==> config.mk <==
export PLATFORM = sky130hd
export DESIGN_NAME = pc_sequencer_flat
export DESIGN_NICKNAME = d
export VERILOG_FILES = /design/src/rtl/pc_seq_pkg.sv /design/src/rtl/pc_sequencer_if.sv /design/src/rtl/pc_seq_irq_unit.sv /design/src/rtl/pc_sequencer.sv /design/src/flat_wrapper.sv
export SDC_FILE = /design/constraint.sdc
export NUM_CORES = 1
export LEC_CHECK = 0
export ABC_CLOCK_PERIOD_IN_PS = 1100
export CORE_MARGIN = 2
export CORE_UTILIZATION = 24
export DETAILED_ROUTE_END_ITERATION = 8
export PLACE_DENSITY = 0.74
export SETUP_SLACK_MARGIN = 0.3
export SLEW_MARGIN = 20
export SYNTH_ARGS = -nofsm -noshare
export SYNTH_HDL_FRONTEND = slang
export SYNTH_SLANG_ARGS = --single-unit
==> constraint.sdc <==
create_clock -name clk -period 1.1 [get_ports clk]
set_input_delay 0.22 -clock clk [delete_from_list [all_inputs] [get_ports clk]]
set_output_delay 0.22 -clock clk [all_outputs]
set_load 0.1 [all_outputs]
==> src/rtl/pc_seq_pkg.sv <==
// Shared encodings for the PC sequencer: FSM state codes and the IncrReg ctrl codes.
package pc_seq_pkg;

    typedef logic [2:0] state_t;

    localparam state_t StIdle  = 3'd0;
    localparam state_t StClrPc = 3'd1;
    localparam state_t StFetch = 3'd2;
    localparam state_t StExec  = 3'd3;
    localparam state_t StHalt  = 3'd4;

    typedef logic [1:0] pc_ctrl_t;

    localparam pc_ctrl_t PC_HOLD  = 2'b00;
    localparam pc_ctrl_t PC_LOAD  = 2'b01;
    localparam pc_ctrl_t PC_INCR  = 2'b10;
    localparam pc_ctrl_t PC_CLEAR = 2'b11;

    function automatic logic is_busy(state_t s);
        return !((s == StIdle) || (s == StHalt));
    endfunction

endpackage

==> src/rtl/pc_sequencer_if.sv <==
// Fetch/execute handshake bundle between the PC sequencer and its surroundings.
// Interrupt signals exist only when PC_SEQ_IRQ_EN is defined.
interface pc_sequencer_if #(
    parameter int unsigned N = 8
);
    logic         start;
    logic         halt_req;
    logic         mem_req;
    logic         mem_ack;
    logic         ir_ld;
    logic         exec_start;
    logic         exec_done;
    logic         br_taken;
    logic [N-1:0] br_target;
    logic [N-1:0] pc_cur;
    logic [1:0]   pc_ctrl;
    logic [N-1:0] pc_in;
    logic         busy;
    logic         halted;
`ifdef PC_SEQ_IRQ_EN
    logic         irq;
    logic         irq_ret;
    logic         irq_ack;
    logic [N-1:0] epc;

    modport master (
        input  start, halt_req, mem_ack, exec_done, br_taken, br_target, pc_cur, irq, irq_ret,
        output mem_req, ir_ld, exec_start, pc_ctrl, pc_in, busy, halted, irq_ack, epc
    );
    modport slave (
        output start, halt_req, mem_ack, exec_done, br_taken, br_target, pc_cur, irq, irq_ret,
        input  mem_req, ir_ld, exec_start, pc_ctrl, pc_in, busy, halted, irq_ack, epc
    );
`else
    modport master (
        input  start, halt_req, mem_ack, exec_done, br_taken, br_target, pc_cur,
        output mem_req, ir_ld, exec_start, pc_ctrl, pc_in, busy, halted
    );
    modport slave (
        output start, halt_req, mem_ack, exec_done, br_taken, br_target, pc_cur,
        input  mem_req, ir_ld, exec_start, pc_ctrl, pc_in, busy, halted
    );
`endif
endinterface

==> src/rtl/pc_seq_irq_unit.sv <==
// Interrupt bookkeeping for the PC sequencer: saved return PC, nesting flag and
// accept/return decode. Instantiated only when PC_SEQ_IRQ_EN is defined.
module pc_seq_irq_unit #(
    parameter int unsigned N = 8
) (
    input  logic         clk_i,
    input  logic         clr_i,
    input  logic         done_i,
    input  logic         halt_req_i,
    input  logic         irq_i,
    input  logic         irq_ret_i,
    input  logic         br_taken_i,
    input  logic [N-1:0] br_target_i,
    input  logic [N-1:0] pc_cur_i,
    output logic         accept_o,
    output logic         return_o,
    output logic [N-1:0] epc_o
);

    logic [N-1:0] epc_q, epc_d;
    logic         in_irq_q, in_irq_d;

    // halt_req outranks both; a return outranks a new interrupt
    assign return_o = done_i && !halt_req_i && irq_ret_i;
    assign accept_o = done_i && !halt_req_i && !irq_ret_i && irq_i && !in_irq_q;

    always_comb begin
        epc_d    = epc_q;
        in_irq_d = in_irq_q;
        if (accept_o) begin
            epc_d    = br_taken_i ? br_target_i : pc_cur_i;
            in_irq_d = 1'b1;
        end else if (return_o) begin
            in_irq_d = 1'b0;
        end
    end

    always_ff @(posedge clk_i or posedge clr_i) begin
        if (clr_i) begin
            epc_q    <= '0;
            in_irq_q <= 1'b0;
        end else begin
            epc_q    <= epc_d;
            in_irq_q <= in_irq_d;
        end
    end

    assign epc_o = epc_q;

endmodule

==> src/rtl/pc_sequencer.sv <==
// Fetch/execute controller driving an external IncrReg program counter.
// Optional interrupt support is compiled in with PC_SEQ_IRQ_EN.
module pc_sequencer
    import pc_seq_pkg::*;
#(
    parameter int unsigned N = 8
`ifdef PC_SEQ_IRQ_EN
    ,
    parameter logic [N-1:0] IRQ_VEC = 8'hF0
`endif
) (
    input logic              clk,
    input logic              clr,
    pc_sequencer_if.master   bus
);

    state_t       state_q, state_d;
    logic         exec_first_q, exec_first_d;
    pc_ctrl_t     pc_ctrl;
    logic [N-1:0] pc_in;
    logic         ir_ld;
    logic         done_ev;
    logic         irq_accept;
    logic         irq_return;
    logic [N-1:0] epc;

    assign done_ev = (state_q == StExec) && bus.exec_done;

`ifdef PC_SEQ_IRQ_EN
    localparam logic [N-1:0] IrqVec = IRQ_VEC;

    pc_seq_irq_unit #(
        .N (N)
    ) u_irq (
        .clk_i       (clk),
        .clr_i       (clr),
        .done_i      (done_ev),
        .halt_req_i  (bus.halt_req),
        .irq_i       (bus.irq),
        .irq_ret_i   (bus.irq_ret),
        .br_taken_i  (bus.br_taken),
        .br_target_i (bus.br_target),
        .pc_cur_i    (bus.pc_cur),
        .accept_o    (irq_accept),
        .return_o    (irq_return),
        .epc_o       (epc)
    );

    assign bus.irq_ack = irq_accept;
    assign bus.epc     = epc;
`else
    localparam logic [N-1:0] IrqVec = '0;

    logic unused_pc_cur;
    logic unused_done_ev;

    assign irq_accept     = 1'b0;
    assign irq_return     = 1'b0;
    assign epc            = '0;
    assign unused_pc_cur  = ^bus.pc_cur;
    assign unused_done_ev = done_ev;
`endif

    always_comb begin
        state_d      = state_q;
        exec_first_d = 1'b0;
        pc_ctrl      = PC_HOLD;
        pc_in        = '0;
        ir_ld        = 1'b0;
        case (state_q)
            StIdle: begin
                if (bus.start) state_d = StClrPc;
            end
            StClrPc: begin
                pc_ctrl = PC_CLEAR;
                state_d = StFetch;
            end
            StFetch: begin
                if (bus.mem_ack) begin
                    ir_ld        = 1'b1;
                    pc_ctrl      = PC_INCR;
                    exec_first_d = 1'b1;
                    state_d      = StExec;
                end
            end
            StExec: begin
                if (bus.exec_done) begin
                    // The PC load applies whether we go on to FETCH or stop in HALT
                    if (irq_return) begin
                        pc_ctrl = PC_LOAD;
                        pc_in   = epc;
                    end else if (irq_accept) begin
                        pc_ctrl = PC_LOAD;
                        pc_in   = IrqVec;
                    end else if (bus.br_taken) begin
                        pc_ctrl = PC_LOAD;
                        pc_in   = bus.br_target;
                    end
                    state_d = bus.halt_req ? StHalt : StFetch;
                end
            end
            StHalt: begin
                if (bus.start && !bus.halt_req) state_d = StFetch;
            end
            default: state_d = StIdle;
        endcase
    end

    always_ff @(posedge clk or posedge clr) begin
        if (clr) begin
            state_q      <= StIdle;
            exec_first_q <= 1'b0;
        end else begin
            state_q      <= state_d;
            exec_first_q <= exec_first_d;
        end
    end

    assign bus.mem_req    = (state_q == StFetch);
    assign bus.busy       = is_busy(state_q);
    assign bus.halted     = (state_q == StHalt);
    assign bus.exec_start = exec_first_q;
    assign bus.ir_ld      = ir_ld;
    assign bus.pc_ctrl    = pc_ctrl;
    assign bus.pc_in      = pc_in;

endmodule
==> src/flat_wrapper.sv <==
// flat-port wrapper written by rule: the top's interface ports become plain ports
module pc_sequencer_flat import pc_seq_pkg::*;
#(
    parameter int unsigned N = 8

)
  (clk, clr, bus_start, bus_halt_req, bus_mem_ack, bus_exec_done, bus_br_taken, bus_br_target, bus_pc_cur, bus_mem_req, bus_ir_ld, bus_exec_start, bus_pc_ctrl, bus_pc_in, bus_busy, bus_halted);
  pc_sequencer_if #(.N(N)) bus_i ();
  input logic clk;
  input logic clr;
  input wire logic [$bits(bus_i.start)-1:0] bus_start;
  input wire logic [$bits(bus_i.halt_req)-1:0] bus_halt_req;
  input wire logic [$bits(bus_i.mem_ack)-1:0] bus_mem_ack;
  input wire logic [$bits(bus_i.exec_done)-1:0] bus_exec_done;
  input wire logic [$bits(bus_i.br_taken)-1:0] bus_br_taken;
  input wire logic [$bits(bus_i.br_target)-1:0] bus_br_target;
  input wire logic [$bits(bus_i.pc_cur)-1:0] bus_pc_cur;
  output wire logic [$bits(bus_i.mem_req)-1:0] bus_mem_req;
  output wire logic [$bits(bus_i.ir_ld)-1:0] bus_ir_ld;
  output wire logic [$bits(bus_i.exec_start)-1:0] bus_exec_start;
  output wire logic [$bits(bus_i.pc_ctrl)-1:0] bus_pc_ctrl;
  output wire logic [$bits(bus_i.pc_in)-1:0] bus_pc_in;
  output wire logic [$bits(bus_i.busy)-1:0] bus_busy;
  output wire logic [$bits(bus_i.halted)-1:0] bus_halted;
  assign bus_i.start = bus_start;
  assign bus_i.halt_req = bus_halt_req;
  assign bus_i.mem_ack = bus_mem_ack;
  assign bus_i.exec_done = bus_exec_done;
  assign bus_i.br_taken = bus_br_taken;
  assign bus_i.br_target = bus_br_target;
  assign bus_i.pc_cur = bus_pc_cur;
  assign bus_mem_req = bus_i.mem_req;
  assign bus_ir_ld = bus_i.ir_ld;
  assign bus_exec_start = bus_i.exec_start;
  assign bus_pc_ctrl = bus_i.pc_ctrl;
  assign bus_pc_in = bus_i.pc_in;
  assign bus_busy = bus_i.busy;
  assign bus_halted = bus_i.halted;
  pc_sequencer #(.N(N)) u_core (.clk(clk), .clr(clr), .bus(bus_i));
endmodule
==> results.md, run 1 <==
* Status: finished, violations left
* Violated checks: negative setup slack
* Reg2reg path depth at 7
* RSZ-0062 raised after global routing: yes
* Crit path launch type: flop
* Number of clock buffers inserted by TritonCTS at 3
* Metal-1 WL at 603 um
* Count of endpoints failing hold in the final timing report at 0
* Final critical-path share of the clock period at 153.2%
* Total number of vias at 482
* Cell count after placement at 93
* Maximum buffer depth of the clock tree at 2
* Number of antenna violations at the first check in global routing at 0
* Length of the first detailed-routing pass in iterations at 5
* Post-Place Setup Slack at -0.6547 ns
* Synthesized instance count at 41
* Area growth from synthesis to layout at 221.9%
* Power Density at 3060 mW/mm2
* Floorplan row count at 13
* Maximum fanout encountered on the critical timing path at 8
* Remaining antenna violation count after routing at 0
* Cell leakage power at 0.0004653 uW
* TritonCTS clock tree: done
* Switching pwr at 1782 uW
* GP Congestion at 0.8468
* Kind of cell adding the most delay to the critical path: simple AND/OR/NAND/NOR gates
* Fraction of the core area covered by cells at the end of the flow at 83.76%
* Final critical delay including setup and external delays at about 1.7 ns
* Synth Cell Area at between 300 and 400 um2
* Synth Warn # at 0
* Share of cells above drive strength 1 at between 70% and 80%
* Buffers and inverters on the worst path at 2
* # fillers at 70
* Grt total ovfl at 0
* Clock slew at reported path FFs at 0.04 ns
* Non-filler cells in the finished layout at 103
* Sw Share at between 50% and 60%
* Clk Latency, worst-skew pair at 0.25 ns
* Maximum level of the CTS H-tree at 1
* Slew at the pin closest to its max-slew limit at 0.2516 ns
* Fraction of the yosys area taken by sequential cells at 29.20%
* Largest cells by area after synthesis: sky130_fd_sc_hd__dfrtp_1 (29%), sky130_fd_sc_hd__and2_1 (15%), sky130_fd_sc_hd__nor3_4 (4.7%), sky130_fd_sc_hd__o21ai_0 (4.4%), sky130_fd_sc_hd__a211oi_1 (4.4%)
* Cell Chain, Critical Path: nand2b_4 > nor3_4 > buf_6 > and2_4 > buf_12
* Antenna fix cells at 0
* Number of global-route vias before repair at 540
* Residual DRC count at 0
* Max transition margin at 83.17%
* Vertical extent of the die at 41.80 um
* Reported max-cap violation count at 0
* Max-slew violations at 0
* Initial Utilization at between 20% and 30%
* Via/cell ratio at 4.680
* Post-synthesis cell type with the largest combined area: sky130_fd_sc_hd__dfrtp_1
* IO Pins at 38
* Area of all sequential standard cells at 106.4 um2
* DR WL met3 at 44 um
* Flops & latches, synth at 4
* Power Internal at around 1600 uW
* Root buffer selected by CTS: sky130_fd_sc_hd__clkbuf_4
* Final Setup Violations at 18
* Crit. End Element: primary output
* Average wire length per cell after detail routing at 15.97 um
* Half-perimeter wire length after placement at 1.100 mm
* Achievable frequency at 0.5935 GHz
* Synth cell types at 22
* Final-stage net count at roughly 110
* CP Data Required Time at 0.88 ns
* # clock sinks at 4
* Highest routed metal layer: met4
* Cell area after placement at 947.2 um2
* Die footprint at 0.001747 mm2
* Combinational share of power at 85.4%
* Worst hold-check slack at 0.1443 ns
* Chip width at 41.80 um
* Number of DRC markers after the initial detailed-route iteration at 4
* Slowest cell on the critical path: sky130_fd_sc_hd__dfrtp_2
* Number of input and output port buffers inserted at 29
* Slowest cell delay on critical path at 0.40 ns
* Category of the critical setup timing path: reg2out
* Fin Clk Skew at just under 0.009 ns
* Core Region at 0.001318 mm2
* Cell area after layout at about 0.0011 mm2
* Fraction of synthesized cell area taken by the top area cell type at 29.20%
* Fraction of power consumed by sequential logic at 8.8%
* Met2 WL post-DR at 945 um
* Total area of multi-input combinational cells at between 300 and 400 um2
* Clock power frac at 5.8%
* Post-synthesis average cell area at around 8.4 um2
* Crit Reg-Reg Endpoint: u_core.state_q[0]
* Syn_nets at 64
* Final critical-path setup slack at -0.5850 ns
* Global-route wire length before repair at 2.697 mm
* Arrival time of the worst setup path at 1.47 ns
* WL final at 1.645 mm
* Peak supply drop at 2.821 mV
* Combined global-route utilization of all metal layers at 21.97%
* Slack of the worst reg-to-reg path at -0.36 ns
* Kind of path behind the tightest hold check: in2async
* Maximum number of pins on one net before global-route repair at 9
* Reg-to-Reg Start: u_core.state_q[1]
per-layer routing:
metal / GRT usage [%] / vias to the layer above
li1: - / 231
met1: 22.63 / 234
met2: 39.38 / 12
met3: 3.913 / 5
met4: 15.48 / 0
met5: 0 / -
power groups by stage:
stage,combinational (uW),sequential (uW),clock [uW]
after floorplan,1500,346,0
after global placement,2390,283,0
after detailed placement,2420,291,0
after CTS,2670,296,186
after global routing,2980,303,213
final,2880,297,197
what timing repair did:
| item | CTS | global route |
|---|---|---|
| gates resized for setup | 13 | 8 |
| hold buffers | 0 | 0 |
| endpoints found under the setup margin | 19 | 19 |
| pin swaps | 12 | 4 |
| cloned | 0 | 0 |
| setup buffers | 5 | 2 |
stage by stage:
| stage | TNS [ns] | power, uW |
|---|---|---|
| 5_1_grt | -8.922 | 3496 |
| 3_5_place_dp | -7.513 | 2709 |
| 4_1_cts | -7.404 | 3152 |
| 6_report | -8.282 | 3377 |
| 2_1_floorplan | -6.303 | 1844 |
| 3_3_place_gp | -6.704 | 2670 |
cell type report:
| class | instances | share of cell area [%] |
|---|---|---|
| flip-flops and latches | 4 | 9.637 |
| inverters | 4 | 1.361 |
| well taps | 15 | 1.701 |
| multi-input cells | 31 | 29.59 |
| clock buffers | 3 | 2.041 |
| repair buffers | 46 | 55.67 |
placed cells by master (no fill, tap or decap), types with 2 or more instances in the layout:
cell type,n
sky130_fd_sc_hd__and2_4,8
sky130_fd_sc_hd__buf_12,16
sky130_fd_sc_hd__buf_4,8
sky130_fd_sc_hd__buf_6,7
sky130_fd_sc_hd__clkbuf_4,3
sky130_fd_sc_hd__clkdlybuf4s50_1,14
sky130_fd_sc_hd__dfrtp_2,2
sky130_fd_sc_hd__inv_1,3
sky130_fd_sc_hd__nand2_1,2
sky130_fd_sc_hd__nor3_4,2
sky130_fd_sc_hd__nor3b_4,2
sky130_fd_sc_hd__o21ai_2,2
worst register-to-register path, stage by stage, from the launching register on:
cell and delay (ns):
sky130_fd_sc_hd__dfrtp_1 0.42, sky130_fd_sc_hd__buf_12 0.16, sky130_fd_sc_hd__buf_6 0.11, sky130_fd_sc_hd__buf_8 0.11
sky130_fd_sc_hd__buf_6 0.11, sky130_fd_sc_hd__and2b_2 0.24, sky130_fd_sc_hd__a211oi_4 0.05, sky130_fd_sc_hd__a211oi_2 0.16
flip-flops by register name, indices dropped and copies added (netlist names):
signal,cells
u_core.state_q,3
u_core.bus.exec_start,1
worst max path at each step:
stage / cells past startpoint / end / from
final: 5 / bus_pc_in[5] / u_core.state_q[2]
after detailed placement: 5 / bus_pc_in[5] / bus_exec_done
after CTS: 5 / bus_pc_in[5] / u_core.state_q[2]
after global routing: 5 / bus_pc_in[5] / u_core.state_q[2]
after floorplan: 4 / u_core.state_q[2] / u_core.state_q[1]
after global placement: 5 / bus_pc_in[0] / bus_exec_done
cell usage after synthesis, drive strengths merged:
cell type	count
nand2b	2
o21ai	3
a21oi	1
or2	1
nor3	2
nand3	2
and2	8
and2b	1
nand2	3
nor2	1
nor2b	1
mux2	1
dfrtp	4
a211oi	2
a22oi	1
buf	2
nor3b	2
inv	4
logic make-up after synthesis:
group / synth area share, %
AND/OR/NAND/NOR: 46.36
AO/OA/AOI/OAI: 12.41
multiplexers: 3.284
buffers and inverters: 8.757
flip-flops: 29.20
(Power assumes the default switching activity.)
==> run 2, diff against run 1 <==
ABC_CLOCK_PERIOD_IN_PS = 1900   (was 1100)
CORE_MARGIN = 3   (was 2)
CORE_UTILIZATION = 26   (was 24)
PLACE_DENSITY = 0.76   (was 0.74)
clock period = 1.9 ns   (was 1.1 ns; I/O delays follow)
==> run 2 against run 1 <==
The flow now finishes without violations. Total power down 43%. Combinational power down 43%. Sequential power down 47%. Die area up 2.5%. Largest cell class unchanged. Critical path type unchanged. Sequential share of layout area about the same. Clock-buffer cell count up 1. Largest power group unchanged. Highest routed layer unchanged.
==> results.md, run 2 (synthesis results as in run 1) <==
* Status: finished clean
* Antenna fix cells at 0
* Arrival time of the worst setup path at 1.50 ns
* CP Data Required Time at 1.52 ns
* Fraction of power consumed by sequential logic at 8.1%
* Number of input and output port buffers inserted at 29
* Category of the critical setup timing path: reg2out
* Non-filler cells in the finished layout at 106
* Number of antenna violations at the first check in global routing at 0
* Crit Reg-Reg Endpoint: u_core.state_q[0]
* Max-slew violations at 0
* Power Density at 1818 mW/mm2
* Power, Total at 1927 uW
* Crit path launch type: flop
* Post-Place Setup Slack at -0.1691 ns
* Chip width at 42.31 um
* Max reg flops at 3
* Residual DRC count at 0
* IO Pins at 38
* Switching pwr at a little over 1000 uW
* Combined global-route utilization of all metal layers at between 20 and 25%
* Clock power frac at 6.7%
* Root buffer selected by CTS: sky130_fd_sc_hd__clkbuf_4
* Kind of path behind the tightest hold check: in2async
* Maximum number of pins on one net before global-route repair at 8
* Power Internal at 891.1 uW
* Fin Clk Skew at 0.006562 ns
* Slack of the worst reg-to-reg path at 0.26 ns
* Worst hold-check slack at 0.3163 ns
* Area of all sequential standard cells at 102.6 um2
* Final critical-path share of the clock period at 98.78%
* Maximum fanout encountered on the critical timing path at 3
* Combinational share of power at between 80% and 90%
* Crit. End Element: primary output
* Crit path from: u_core.state_q[2]
* Maximum level of the CTS H-tree at 1
* Maximum buffer depth of the clock tree at 2
* TritonCTS clock tree: done
* Sw Share at 53.76%
* CTS Hold Buffers Added at 0
* Cell count after placement at 87
* Average wire length per cell after detail routing at 19.42 um
* Commonest non-fill, non-tap cells in the layout: sky130_fd_sc_hd__buf_12 (14), sky130_fd_sc_hd__buf_4 (12), sky130_fd_sc_hd__clkdlybuf4s50_1 (11)
* # fillers at 52
* Number of global-route vias before repair at between 500 and 600
* Grt total ovfl at 0
* Via/cell ratio at 5.028
* RSZ-0062 raised after global routing: yes
* Vertical extent of the die at 42.31 um
* Achievable frequency at 0.5328 GHz
* Commonest non-fill, non-tap cell in the layout: sky130_fd_sc_hd__buf_12
* Floorplan row count at 12
* Share of cells above drive strength 1 at between 60% and 70%
* Final critical-path setup slack at 0.02324 ns
* Cell leakage power at 0.0004778 uW
* Count of endpoints failing hold in the final timing report at 0
* GP Congestion at 0.6993
* WL final at 2.058 mm
* Total number of vias at 533
* Slew at the pin closest to its max-slew limit at approximately 0.28 ns
* Global-route wire length before repair at 2.891 mm
* Remaining antenna violation count after routing at 0
* Reg2reg path depth at 8
* Largest reg by FF count: u_core.state_q
* Final critical delay including setup and external delays at between 1.5 and 2 ns
* Die footprint at 0.001790 mm2
* Peak supply drop at 1.631 mV
* Number of DRC markers after the initial detailed-route iteration at 9
* Sum Neg Setup Slack at 0 ns
* Clock slew at reported path FFs at 0.05 ns
* Reported max-cap violation count at 0
* Final-stage net count at approximately 120
* Area growth from synthesis to layout at 209.1%
* Total area of multi-input combinational cells at slightly below 300 um2
* Core Region at 0.001171 mm2
* Final Setup Violations at 0
* Initial Utilization at 29.27%
* Half-perimeter wire length after placement at between 1 and 1.5 mm
* Length of the first detailed-routing pass in iterations at 4
* Number of clock buffers inserted by TritonCTS at 3
* Reg-to-Reg Start: u_core.state_q[1]
* Clk Latency, worst-skew pair at 0.25 ns
* # clock sinks at 4
* Max transition margin at 81.45%
-- run 2: cell types whose count changed in the layout (fill, tap and decap cells not counted), moves of 3 or more --
cell,previous run,this run
sky130_fd_sc_hd__clkdlybuf4s50_1,14,11
sky130_fd_sc_hd__dlygate4sd2_1,0,3
sky130_fd_sc_hd__buf_4,8,12
sky130_fd_sc_hd__o21ai_0,0,3
-- run 2: power groups by stage --
stage / registers (uW) / logic [uW] / clock network [uW]
3_5_place_dp: 148 / 1310 / 0
5_1_grt: 160 / 1700 / 140
4_1_cts: 152 / 1500 / 122
3_3_place_gp: 147 / 1300 / 0
6_report: 156 / 1640 / 129
2_1_floorplan: 193 / 855 / 0
-- run 2: final cells by class --
| cell class | count | share of cell area, % |
|---|---|---|
| sequential | 4 | 9.681 |
| multi-input combinational | 31 | 27.39 |
| clock buffer | 4 | 2.479 |
| tap | 14 | 1.653 |
| inverter | 4 | 1.417 |
| timing repair buffer | 49 | 57.38 |
-- run 2: worst max-delay path by stage --
| stage | slack, ns | cells after the start | endpoint |
|---|---|---|---|
| floorplan | 0.14 | 2 | bus_halted |
| global placement | -0.13 | 5 | bus_pc_in[7] |
| detailed placement | -0.17 | 5 | bus_pc_in[6] |
| CTS | 0.1 | 5 | bus_pc_in[5] |
| global route | -0.05 | 5 | bus_pc_in[5] |
| finish | 0.02 | 5 | bus_pc_in[5] |
-- run 2: per-stage QoR --
step	area [um2]	utilization [%]
after floorplan	412.9	-
after global routing	1060	90.49
after global placement	877.1	74.89
final	1060	90.49
after CTS	1011	86.32
after detailed placement	877.1	74.89
-- run 2: worst max-delay path, cell delays in order, from the launching register on --
cell,delay [ns]
sky130_fd_sc_hd__dfrtp_2,0.40
sky130_fd_sc_hd__nand2b_4,0.16
sky130_fd_sc_hd__nor3_4,0.20
sky130_fd_sc_hd__buf_4,0.16
sky130_fd_sc_hd__and2_4,0.15
sky130_fd_sc_hd__buf_12,0.17
-- run 2: routing by layer --
layer	vias to the layer above	global-route usage (%)	wire [um]	part of all wire (%)
met5	-	0	0	0
met2	28	41.64	1144	56
met3	7	5.579	142	6.9
met1	261	23.72	740	36
li1	237	-	-	-
met4	0	6.832	29	1.4
-- run 2: what timing repair did --
| action | CTS | global route |
|---|---|---|
| pin swaps | 11 | 4 |
| buffers inserted | 10 | 5 |
| endpoints found under the hold margin | 0 | 0 |
| setup endpoints to repair | 14 | 14 |
| gates resized for setup | 16 | 3 |
